## src/rtl/uart_apb_tx_master.sv

```systemverilog
// APB master that programs a 16550-style UART once after reset. It then drains a byte FIFO
// to THR, polling LSR.THRE before each write.
module uart_apb_tx_master #(
    parameter int unsigned FIFO_DEPTH = 8,
    parameter logic [31:0] BASE_ADDR  = 32'h1A10_0000,
    parameter logic [15:0] DIVISOR    = 16'd27,
    parameter logic [7:0]  LCR_VAL    = 8'h03
) (
    input  logic        clk_i,
    input  logic        rst_i,
    input  logic [7:0]  data_i,
    input  logic        valid_i,
    output logic        ready_o,
    output logic        init_done_o,
    output logic        busy_o,
    output logic        err_o,
    output logic [31:0] paddr_o,
    output logic        psel_o,
    output logic        penable_o,
    output logic        pwrite_o,
    output logic [31:0] pwdata_o,
    input  logic [31:0] prdata_i,
    input  logic        pready_i,
    input  logic        pslverr_i
);

    localparam int unsigned PTR_W = $clog2(FIFO_DEPTH);
    localparam int unsigned CNT_W = PTR_W + 1;

    localparam logic [7:0] OFF_THR = 8'h00;
    localparam logic [7:0] OFF_DLL = 8'h00;
    localparam logic [7:0] OFF_DLM = 8'h04;
    localparam logic [7:0] OFF_FCR = 8'h08;
    localparam logic [7:0] OFF_LCR = 8'h0C;
    localparam logic [7:0] OFF_LSR = 8'h14;

    typedef enum logic [3:0] {
        S_INIT0, S_INIT1, S_INIT2, S_INIT3, S_INIT4, S_IDLE, S_POLL, S_WRITE
    } state_e;

    typedef enum logic [1:0] {
        PH_IDLE, PH_SETUP, PH_ACCESS
    } phase_e;

    typedef struct packed {
        logic [7:0] off;
        logic       write;
        logic [7:0] data;
    } apb_req_t;

    state_e   state_q, state_d;
    phase_e   phase_q, phase_d;
    apb_req_t req;

    logic             init_done_q, err_q;
    logic [7:0]       fifo_mem [FIFO_DEPTH];
    logic [PTR_W-1:0] wr_ptr_q, rd_ptr_q;
    logic [CNT_W-1:0] count_q;
    logic             fifo_full, fifo_empty, fifo_more;
    logic             push, pop;
    logic [7:0]       head;
    logic             active, xfer_done, thre;
    logic             unused_prdata;

    // ---------------- byte FIFO ----------------
    assign fifo_full  = (count_q == CNT_W'(FIFO_DEPTH));
    assign fifo_empty = (count_q == '0);
    assign ready_o    = !fifo_full;
    assign push       = valid_i & ready_o;
    assign pop        = xfer_done & (state_q == S_WRITE);
    assign head       = fifo_mem[rd_ptr_q];
    // Something left to send once the current head pops, counting a same-cycle push.
    assign fifo_more  = (count_q > CNT_W'(1)) | push;

    always_ff @(posedge clk_i) begin
        if (push) begin
            fifo_mem[wr_ptr_q] <= data_i;
        end
    end

    always_ff @(posedge clk_i) begin
        if (rst_i) begin
            wr_ptr_q <= '0;
            rd_ptr_q <= '0;
            count_q  <= '0;
        end else begin
            if (push) begin
                wr_ptr_q <= wr_ptr_q + PTR_W'(1);
            end
            if (pop) begin
                rd_ptr_q <= rd_ptr_q + PTR_W'(1);
            end
            case ({push, pop})
                2'b10:   count_q <= count_q + CNT_W'(1);
                2'b01:   count_q <= count_q - CNT_W'(1);
                default: count_q <= count_q;
            endcase
        end
    end

    // ---------------- transfer decode ----------------
    always_comb begin
        req = '0;
        case (state_q)
            S_INIT0: req = '{off: OFF_LCR, write: 1'b1, data: 8'h80};
            S_INIT1: req = '{off: OFF_DLL, write: 1'b1, data: DIVISOR[7:0]};
            S_INIT2: req = '{off: OFF_DLM, write: 1'b1, data: DIVISOR[15:8]};
            S_INIT3: req = '{off: OFF_LCR, write: 1'b1, data: LCR_VAL};
            S_INIT4: req = '{off: OFF_FCR, write: 1'b1, data: 8'h07};
            S_POLL:  req = '{off: OFF_LSR, write: 1'b0, data: 8'h00};
            S_WRITE: req = '{off: OFF_THR, write: 1'b1, data: head};
            default: req = '0;
        endcase
    end

    assign active    = (phase_q != PH_IDLE);
    assign psel_o    = active;
    assign penable_o = (phase_q == PH_ACCESS);
    assign pwrite_o  = active & req.write;
    assign paddr_o   = active ? (BASE_ADDR + {24'h0, req.off}) : 32'h0;
    assign pwdata_o  = (active & req.write) ? {24'h0, req.data} : 32'h0;

    assign xfer_done = (phase_q == PH_ACCESS) & pready_i;
    // An errored LSR read is never trusted as THRE.
    assign thre      = prdata_i[5] & ~pslverr_i;
    assign unused_prdata = ^{prdata_i[31:6], prdata_i[4:0]};

    // ---------------- FSM ----------------
    always_comb begin
        state_d = state_q;
        phase_d = phase_q;
        case (phase_q)
            PH_IDLE: begin
                // Only S_IDLE parks here, except the single quiet cycle right after reset.
                if (state_q != S_IDLE) begin
                    phase_d = PH_SETUP;
                end else if (!fifo_empty || push) begin
                    state_d = S_POLL;
                    phase_d = PH_SETUP;
                end
            end
            PH_SETUP: phase_d = PH_ACCESS;
            PH_ACCESS: begin
                if (pready_i) begin
                    case (state_q)
                        S_INIT0: state_d = S_INIT1;
                        S_INIT1: state_d = S_INIT2;
                        S_INIT2: state_d = S_INIT3;
                        S_INIT3: state_d = S_INIT4;
                        S_INIT4: state_d = S_IDLE;
                        S_POLL:  state_d = thre ? S_WRITE : S_POLL;
                        S_WRITE: state_d = fifo_more ? S_POLL : S_IDLE;
                        default: state_d = S_IDLE;
                    endcase
                    phase_d = (state_d == S_IDLE) ? PH_IDLE : PH_SETUP;
                end
            end
            default: phase_d = PH_IDLE;
        endcase
    end

    always_ff @(posedge clk_i) begin
        if (rst_i) begin
            state_q     <= S_INIT0;
            phase_q     <= PH_IDLE;
            init_done_q <= 1'b0;
            err_q       <= 1'b0;
        end else begin
            state_q <= state_d;
            phase_q <= phase_d;
            if (xfer_done && state_q == S_INIT4) begin
                init_done_q <= 1'b1;
            end
            if (xfer_done && pslverr_i) begin
                err_q <= 1'b1;
            end
        end
    end

    assign init_done_o = init_done_q;
    assign err_o       = err_q;
    assign busy_o      = !fifo_empty | (state_q != S_IDLE);

endmodule
```

## config.mk

```make
export PLATFORM = sky130hd
export DESIGN_NAME = uart_apb_tx_master
export DESIGN_NICKNAME = d
export VERILOG_FILES = /design/src/rtl/uart_apb_tx_master.sv
export SDC_FILE = /design/constraint.sdc
export NUM_CORES = 1
export LEC_CHECK = 0
export BUFFER_PORTS_ARGS = -buffer_cell sky130_fd_sc_hd__buf_2
export CORE_ASPECT_RATIO = 0.8
export CORE_MARGIN = 10
export CORE_UTILIZATION = 55
export DETAILED_ROUTE_END_ITERATION = 8
export PLACE_DENSITY = 0.84
export SLEW_MARGIN = 10
export SYNTH_ARGS = -nofsm -noshare
export SYNTH_HDL_FRONTEND = slang
export SYNTH_SLANG_ARGS = --single-unit
```

## constraint.sdc

```tcl
create_clock -name clk_i -period 7.2 [get_ports clk_i]
set_input_delay 0.72 -clock clk_i [delete_from_list [all_inputs] [get_ports clk_i]]
set_output_delay 0.72 -clock clk_i [all_outputs]
set_load 0.1 [all_outputs]
```

==> flow_summary.ini <==
[yosys]
seq_area_frac_synth = 0.568
yosysUniqueCellTypes = 55
muxShareOfSynthArea = 0.103
synth_edf_count = 64
synthCells = 318
synth.most_common_cell = edfxtp_1
synth_area_um2 = 4090
yosys.area_share.simple = 0.102
synth-compound-area-share = 0.0557
synth_top_family_by_area = buffers and inverters
synth_top_area_frac = 0.470
synthArstFlopShare = 0
synthAdderAreaFrac = 0.0239
synthFlopType = edfxtp_1
synth_commonest_cells = 64 x edfxtp_1, 54 x buf_4, 27 x nor2_1
synth_area_leaders = edfxtp_1 47%, buf_4 9.9%, dfxtp_1 9.8%
ys_ff_latch = 84
synth_warnings = 0
synth_top_area_cell = edfxtp_1
synth_xor_xnor_area_share = 0.0168
syn_avg_cell_area_um2 = 12.9

[worst_hold_path]
hp-class = flip-flop to flip-flop
min_to = err_o
hold_path.startpoint = err_o
min_path_cells = 2

[power]
pwr-share-comb = 0.212
swShare = 0.342
power_leakage_uw = 0.00157
max-vdd-ir-drop_uv = 91.4
switching_power_uw = 371
power_density_nw_per_um2 = 254
p_seq_frac = 0.497
power_frac_clock = 0.291
p_int_uw = 713

[cts]
htreeDepth = 3
clk_latency_ns = 0.35
clock_path_buffers = 2
cts.sinks = 84
clockRootBuffer = clkbuf_8
cts_resized = 0
clk_pin_slew_ns = 0.08
cts_tree = yes
hold_buffers = 0
postCtsSetupRepairBufs = 0
cts_made_buffers = 9

[drt]
drtIter0Drc = 224
ant_nets = 0
drt_wl_total_mm = 8.06
drc = 0
vias = 2404
firstDrtPassIters = 4
detail_route.wl_per_cell_um = 18.2
vias_per_cell = 5.43

[floorplanning]
dieWidth_um = 116
pin_count = 116
die_height_um = 97.1
core-area_um2 = 7320
start_util = 0.558
dieArea_um2 = 11300
rows = 28

[grt]
grt_pass1_vias = 2318
gr-total-overflow = 0
grt.total_usage = 0.142
grt_max_degree = 24
grt_first_pass_wirelength_mm = 12.5
antenna_found_initial = 0

[timing]
worst_pin_slew_ns = 0.880
slew_headroom = 0.411
setup_violations = 0
fin_crit_sh = 0.458
tns_ns = 0
fmax_ghz = 0.304
setup_ws_ns = 3.91
fin_worst_skew_ns = 0.00714
hold_violations = 0
layout_min_cycle_time_ns = 3.29
drv_slew = 0
rsz0062_at_grt = false

[critical_path]
crit_fanout = 15
cp_num_buf_inv = 1
crit_path_start_kind = flip-flop
cp.arrival_ns = 2.57
crit_type = flip-flop to primary output
crit_slowest_cell = dfxtp_1
critPathCaptureType = primary output
path_cells = nor2b_1, a221oi_1, a21oi_1, nor3_1, buf_2
r2r_setup_slack_ns = 4.64
cp_slowest_stage_delay_ns = 0.81
rr_startpoint = count_q[0]
reg2reg_to = fifo_mem[2][7]
critical_path_required_ns = 6.48
r2r_cells = 6
path_delay_family = flip-flops

[final_layout]
area_growth_pct = 4.25
seq_area_um2 = 2320
drive_gt1_frac = 0.173
insertedDiodeCount = 0
nets = 400
fillers = 570
multi_input_area_um2 = 1420

[place]
io_buffers = 35
hpwlAfterDp_mm = 5.73
place.gp.congestion = 0.800
dp_slack_ns = 4.26

[status]
status = finished, final reports clean

[job]
drv_cap = 0
## per-stage QoR
step / util / total power, µW / instances / cell area (µm²) / hold WS, ns
floorplan: - / 774 / 366 / 4270 / 0.462
global placement: 0.557 / 773 / 427 / 4080 / 0.447
detailed placement: 0.557 / 777 / 427 / 4080 / 0.463
CTS: 0.582 / 1090 / 443 / 4260 / 0.480
global route: 0.582 / 1120 / 443 / 4260 / 0.514
finish: 0.582 / 1080 / 443 / 4260 / 0.477
## cells in the final DEF, fill, tap and decap left out, types with 2 or more instances in the layout
cell | netlist | final
nor2_1 | 27 | 27
ha_1 | 7 | 7
dfxtp_1 | 20 | 20
clkbuf_8 | 0 | 9
nor3_1 | 15 | 15
nand2_1 | 7 | 7
nand2b_1 | 3 | 3
o21ai_0 | 3 | 3
a211oi_1 | 2 | 2
edfxtp_1 | 64 | 64
a21oi_1 | 16 | 16
mux4_2 | 2 | 2
mux2_2 | 2 | 2
or3_1 | 2 | 2
clkbuf_1 | 2 | 2
buf_2 | 6 | 35
conb_1 | 1 | 49
a31oi_1 | 2 | 2
clkinvlp_4 | 0 | 2
clkinv_1 | 0 | 2
nand3_1 | 8 | 8
mux4_1 | 7 | 7
mux2i_1 | 17 | 17
xor2_1 | 5 | 5
inv_1 | 7 | 7
nor4_1 | 3 | 3
buf_4 | 54 | 3
nand3b_1 | 3 | 3
a221oi_1 | 2 | 2
## cells by family after synthesis
kind of cell,count (synthesis)
AO/OA/AOI/OAI,35
XOR/XNOR,7
adder cells (fa/ha/maj),8
buffers and inverters,75
flip-flops,84
multiplexers,28
other,1
AND/OR/NAND/NOR,80
## sequential cells by signal, summed over array words and instances, names as in the netlist, named ones only
name / count
err_o: 1
state_q: 3
phase_q: 2
init_done_o: 1
fifo_mem: 64
wr_ptr_q: 3
rd_ptr_q: 3
count_q: 4
## final cells by class
class / instances / share of cell area
clock inverters: 5 / 0.0123
clock buffers: 11 / 0.0308
multi-input cells: 207 / 0.332
repair buffers: 38 / 0.0464
inverters: 8 / 0.00705
flip-flops and latches: 84 / 0.545
well taps: 90 / 0.0264
## metal layers
metal	vias to the layer above	share of wire	track usage
met4	0	0.0051	0.0365
met5	-	0	0
met3	4	0.12	0.0488
met1	1150	0.39	0.176
li1	1131	-	-
met2	119	0.49	0.229
## worst min-delay path, stage by stage (launching register included)
cell,delay [ns]
dfxtp_1,0.34
a21oi_1,0.04
nor2_1,0.07
## power groups by stage
stage,Combinational [µW],Sequential [µW],Clock [µW]
after floorplan,226,548,0
after global placement,224,549,0
after detailed placement,227,550,0
after CTS,228,539,320
after global routing,238,541,344
final,229,539,316
## worst max-delay path by stage
| stage | to | startpoint | cells past startpoint | slack [ns] |
|---|---|---|---|---|
| floorplan | pwdata_o[3] | phase_q[0] | 4 | 2.97 |
| global placement | pwdata_o[0] | flip-flop | 5 | 4.34 |
| detailed placement | pwdata_o[1] | flip-flop | 5 | 4.26 |
| CTS | pwdata_o[1] | flip-flop | 5 | 3.86 |
| global route | pwdata_o[1] | flip-flop | 5 | 3.67 |
| finish | pwdata_o[0] | flip-flop | 5 | 3.91 |
(Power assumes the default switching activity.)
